===== src/rtl/packet_header_parser.sv =====
// packet_header_parser
//   Assembles 13-byte 5-tuple headers from an ingress byte stream into
//   packet_s words for the classifier. Frames that are not exactly
//   HDR_BYTES long are dropped, flagged on err_pulse and counted.
//   A separate shift register collects the next header while the previous
//   one waits in the out_packet holding register.
// Ports
//   clk, rst_n            clock, async active-low reset
//   in_data/valid/last    byte stream in; in_ready back-pressure out
//   out_packet/valid      assembled header; out_ready from downstream
//   err_pulse             one cycle per dropped frame
//   err_count             saturating dropped-frame count

typedef struct packed {
  logic [31:0] ip;
  logic [15:0] port;
} endpoint_s;

typedef struct packed {
  logic [7:0] protocol;
  endpoint_s  src;
  endpoint_s  dst;
} packet_s;

module packet_header_parser #(
  parameter int HDR_BYTES = 13,  // field slicing below assumes 13
  parameter int ERR_CNT_W = 16
) (
  input  logic                 clk,
  input  logic                 rst_n,
  input  logic [7:0]           in_data,
  input  logic                 in_valid,
  input  logic                 in_last,
  output logic                 in_ready,
  output packet_s              out_packet,
  output logic                 out_valid,
  input  logic                 out_ready,
  output logic                 err_pulse,
  output logic [ERR_CNT_W-1:0] err_count
);

  localparam int         ASM_W    = (HDR_BYTES - 1) * 8;
  localparam logic [3:0] LAST_IDX = 4'(HDR_BYTES - 1);

  typedef enum logic {COLLECT, DISCARD} state_e;

  state_e               state_q, state_d;
  logic [3:0]           idx_q, idx_d;
  logic [ASM_W-1:0]     asm_q, asm_d;
  packet_s              pkt_q, pkt_d;
  logic                 vld_q, vld_d;
  logic                 err_q, err_d;
  logic [ERR_CNT_W-1:0] cnt_q, cnt_d;

  logic    at_last;
  logic    accept;
  packet_s hdr;

  // The final byte can only land once the holding register is free (or
  // being drained this same cycle), so nothing is ever overwritten.
  assign at_last  = (idx_q == LAST_IDX);
  assign in_ready = (state_q == DISCARD) || !at_last || !vld_q || out_ready;
  assign accept   = in_valid && in_ready;

  // First 12 bytes sit MSB-first in asm_q; the protocol byte arrives live.
  always_comb begin
    hdr          = '0;
    hdr.src.ip   = asm_q[95:64];
    hdr.dst.ip   = asm_q[63:32];
    hdr.src.port = asm_q[31:16];
    hdr.dst.port = asm_q[15:0];
    hdr.protocol = in_data;
  end

  always_comb begin
    state_d = state_q;
    idx_d   = idx_q;
    asm_d   = asm_q;
    pkt_d   = pkt_q;
    err_d   = 1'b0;
    vld_d   = vld_q && !out_ready;
    if (accept) begin
      case (state_q)
        COLLECT: begin
          if (at_last) begin
            idx_d = '0;
            if (in_last) begin
              pkt_d = hdr;
              vld_d = 1'b1;
            end else begin
              // Too long: flag once now, swallow the rest silently.
              state_d = DISCARD;
              err_d   = 1'b1;
            end
          end else begin
            asm_d = {asm_q[ASM_W-9:0], in_data};
            if (in_last) begin
              idx_d = '0;
              err_d = 1'b1;
            end else begin
              idx_d = idx_q + 4'd1;
            end
          end
        end
        DISCARD: begin
          if (in_last) begin
            state_d = COLLECT;
            idx_d   = '0;
          end
        end
        default: state_d = COLLECT;
      endcase
    end
    cnt_d = (err_d && (cnt_q != '1)) ? cnt_q + ERR_CNT_W'(1) : cnt_q;
  end

  always_ff @(posedge clk or negedge rst_n) begin
    if (!rst_n) begin
      state_q <= COLLECT;
      idx_q   <= '0;
      asm_q   <= '0;
      pkt_q   <= '0;
      vld_q   <= 1'b0;
      err_q   <= 1'b0;
      cnt_q   <= '0;
    end else begin
      state_q <= state_d;
      idx_q   <= idx_d;
      asm_q   <= asm_d;
      pkt_q   <= pkt_d;
      vld_q   <= vld_d;
      err_q   <= err_d;
      cnt_q   <= cnt_d;
    end
  end

  assign out_packet = pkt_q;
  assign out_valid  = vld_q;
  assign err_pulse  = err_q;
  assign err_count  = cnt_q;

endmodule


===== config.mk =====
export PLATFORM = sky130hd
export DESIGN_NAME = packet_header_parser
export DESIGN_NICKNAME = d
export VERILOG_FILES = /design/src/rtl/packet_header_parser.sv
export SDC_FILE = /design/constraint.sdc
export NUM_CORES = 1
export LEC_CHECK = 0
export ABC_AREA = 1
export CORE_MARGIN = 2
export CORE_UTILIZATION = 54
export DETAILED_ROUTE_END_ITERATION = 6
export HOLD_SLACK_MARGIN = 0.15
export PLACE_DENSITY = 0.8
export RECOVER_POWER = 50
export SLEW_MARGIN = 10
export SYNTH_ARGS = -nofsm -noshare
export SYNTH_HDL_FRONTEND = slang
export SYNTH_SLANG_ARGS = --single-unit

===== constraint.sdc =====
create_clock -name clk -period 2.7 [get_ports clk]
set_input_delay 0.54 -clock clk [delete_from_list [all_inputs] [get_ports clk]]
set_output_delay 0.54 -clock clk [all_outputs]
set_load 0.01 [all_outputs]

==> results.py <==
metrics = {
    "critical_path": {
        "cp_top_family": "flip-flops",
        "worst-path-max-fanout": 6,
        "startpoint": "idx_q[0]$_DFFE_PN0P_",
        "critical_path_required_ns": 2.16,
        "endpoint": "in_ready",
        "max_stage_delay_ns": 0.42,
        "worstSetupPathType": "flop to primary output",
        "slowest_stage": "dfrtp_1",
        "cp-start-kind": "flop",
        "cp.arrival_ns": 1.81,
        "endpoint_kind": "primary output",
        "ff2ff_setup_slack_ns": 0.53,
        "critPathBufInv": 2,
        "r2r_start": "idx_q[0]$_DFFE_PN0P_",
        "r2r_end": "out_packet[33]$_DFFE_PN0P_",
        "cp.depth": 6,
        "r2r_cells": 11,
        "crit_path_cell_trace": "inv_1 -> ha_1 -> nand2_1 -> nor2_4 -> nand3_1 -> dlymetal6s2s_1",
    },
    "clock_network": {
        "cts_tree": "yes",
        "cts_sinks": 223,
        "post-cts-setup-buffers": 0,
        "cts_made_buffers": 23,
        "clock_latency_ns": 0.52,
        "cts.path.max_buffers": 3,
        "h-tree-depth": 1,
        "cts-root-buf": "clkbuf_16",
        "path_clk_slew_ns": 0.06,
    },
    "die": {
        "start_util_pct": 55.36,
        "coreArea_um2": 15890,
        "rows": 46,
        "die_area_um2": 17320,
        "die_h_um": 131.6,
        "die_w_um": 131.6,
        "pin_count": 136,
    },
    "drt": {
        "drt_iter0_drc": 413,
        "post-route-drc-count": 0,
        "ant_nets": 0,
        "vias": 6931,
        "routedWlPerCell_um": 15.27,
        "vias_per_cell": 5.267,
        "routed_wl_mm": 20.09,
        "firstDrtPassIters": 5,
    },
    "yosys": {
        "yosys.area.top_type": "dfrtp_1",
        "synth-seq-area-share_pct": 63.45,
        "synth-seq-cells": 223,
        "synthFlopType": "dfrtp_1",
        "synth-edff-count": 0,
        "yosys_warnings": 0,
        "synth_async_sr_flop_share_pct": 100.0,
        "syn_area_um2": 8795,
        "synthDistinctLibCells": 23,
        "syn-instance-count": 959,
        "synth_top_cell_area_share_pct": 63.45,
        "synth_nets": 976,
        "avgSynthCellArea_um2": 9.171,
        "synth_area_leaders": "dfrtp_1, nand2_1, o21ai_0",
    },
    "global_route": {
        "grt_pass1_wl_mm": 33.91,
        "grt_overflow": 0,
        "grt_pass1_vias": 6776,
        "track_usage_pct": 23.63,
        "grt_max_degree": 80,
        "antenna_found_initial": 0,
    },
    "timing": {
        "tightest_slew_ns": 1.842,
        "max_freq_mhz": 425.1,
        "finClkSkew_ns": 0.01187,
        "final_max_slew_viol_count": 77,
        "hold_viol": 0,
        "period_needed_ns": 2.353,
        "maxSlewHeadroom_pct": -22.78,
        "setup-tns-final_ns": 0,
        "rsz0062_at_grt": "no",
        "setup_viol": 0,
        "finalCritPeriodShare_pct": 87.13,
    },
    "place": {
        "port_buffers": 135,
        "hpwl_mm": 12.73,
        "place_area_um2": 10460,
        "placed_cells": 1275,
        "gp_congestion": 0.8201,
    },
    "pwr": {
        "power_frac_comb_pct": 12.1,
        "seqPwrFrac_pct": 49.9,
        "clkPwrFrac_pct": 38.0,
        "power_density_nw_per_um2": 730.7,
        "ir_drop_mv": 0.6391,
        "swShare_pct": 26.46,
        "switchingPower_mw": 2.168,
        "leakage_nw": 5.684,
        "internal_power_mw": 6.024,
    },
    "status": {
        "violations": "max-capacitance violations, max-slew violations",
        "status": "finished with violations",
    },
    "final_layout": {
        "syn2layout_area_growth_pct": 27.47,
        "nets": 1102,
        "drive_above_1_share_pct": 5.455,
        "fin_area_um2": 11210,
        "diodes": 0,
        "instances_no_fill": 1316,
        "fin_util_pct": 70.57,
    },
    "worst_hold_path": {
        "min_path_type": "flop to flop",
    },
    "run": {
        "max-cap-violations": 1,
    },
}
==> flip-flops by register name, summed over array words and instances, names as in the netlist <==
name        count
err_pulse       1
state_q         1
asm_q          96
out_valid       1
err_count      16
out_packet    104
idx_q           4
==> metal layers <==
layer	GRT usage, %	routed length, um	vias to the layer above
li1	-	-	3318
met1	31.73	8679	3367
met2	39.09	9718	203
met3	4.784	1155	43
met4	7.367	540	0
met5	0	0	-
==> cell usage after synthesis, types with 7 or more instances <==
cell type / n
a21oi_1: 44
buf_2: 19
clkbuf_1: 24
dfrtp_1: 223
inv_1: 70
nand2_1: 286
nand3_1: 68
nand4_1: 7
nor2_1: 66
o21ai_0: 74
o21ai_1: 50
==> through the flow <==
step / power, mW / worst slack [ns] / hold WS [ns]
4_1_cts: 8.281 / 0.03003 / 0.4730
3_5_place_dp: 5.132 / 0.3788 / 0.4586
2_1_floorplan: 4.639 / 0.7653 / 0.2444
3_3_place_gp: 5.068 / 0.4014 / 0.4558
5_1_grt: 8.578 / 0.1331 / 0.4928
6_report: 8.192 / 0.3474 / 0.4663
==> worst min path at each step <==
stage	end	slack, ns	depth (start not counted)	start
final	out_packet[94]$_DFFE_PN0P_	0.47	2	out_packet[94]$_DFFE_PN0P_
after global routing	out_packet[90]$_DFFE_PN0P_	0.49	2	out_packet[90]$_DFFE_PN0P_
after CTS	out_packet[93]$_DFFE_PN0P_	0.47	2	out_packet[93]$_DFFE_PN0P_
after detailed placement	out_packet[93]$_DFFE_PN0P_	0.46	2	out_packet[93]$_DFFE_PN0P_
after global placement	out_packet[23]$_DFFE_PN0P_	0.46	2	out_packet[23]$_DFFE_PN0P_
after floorplan	asm_q[0]$_DFFE_PN0P_	0.24	0	rst_n
==> what timing repair did <==
item / 4_1_cts / 5_1_grt
resized for setup: 0 / 1
endpoints found under the setup margin: 0 / 1
endpoints found under the hold margin: 76 / 0
hold buffers: 1 / 0
==> layout by cell type, fill, tap and decap left out, drive strengths merged <==
cell,netlist,routed
buf,27,17
xnor2,4,4
nand2,287,287
a21oi,44,44
ha,4,4
inv,72,73
or2,1,1
xor2,3,3
o21ai,124,124
clkbuf,24,31
nand4,7,7
clkinv,0,6
dlygate4sd3,0,61
dfrtp,223,223
nand3,68,68
nor2,68,68
bufinv,0,2
nor3,3,3
dlymetal6s2s,0,1
clkdlybuf4s50,0,73
==> layout make-up <==
type / instances / area (um^2)
flip-flops and latches: 223 / 5580
fillers: 1238 / 4674
multi-input cells: 613 / 2740
repair buffers: 152 / 1604
clock buffers: 31 / 635.6
inverters: 72 / 270.3
well taps: 216 / 270.3
clock inverters: 9 / 110.1
==> logic make-up after synthesis <==
group,share of synthesized area (%)
simple gates,20.03
flops,63.45
compound gates,9.560
buf+inv,5.691
xor+xnor,0.6971
fa+ha+maj,0.5691
==> tightest hold or removal path, delay by kind of cell (launching register included) <==
family,cells,cell delay (ns)
simple gates,2,0.10
flops,1,0.33
==> power by group through the flow <==
stage	clock [mW]	sequential [mW]	combinational [mW]
2_1_floorplan	0	4.09	0.547
3_3_place_gp	0	4.12	0.946
3_5_place_dp	0	4.13	0.999
4_1_cts	3.18	4.08	1.02
5_1_grt	3.31	4.14	1.13
6_report	3.12	4.09	0.991
Note: power is estimated with default switching activity, not from simulation.
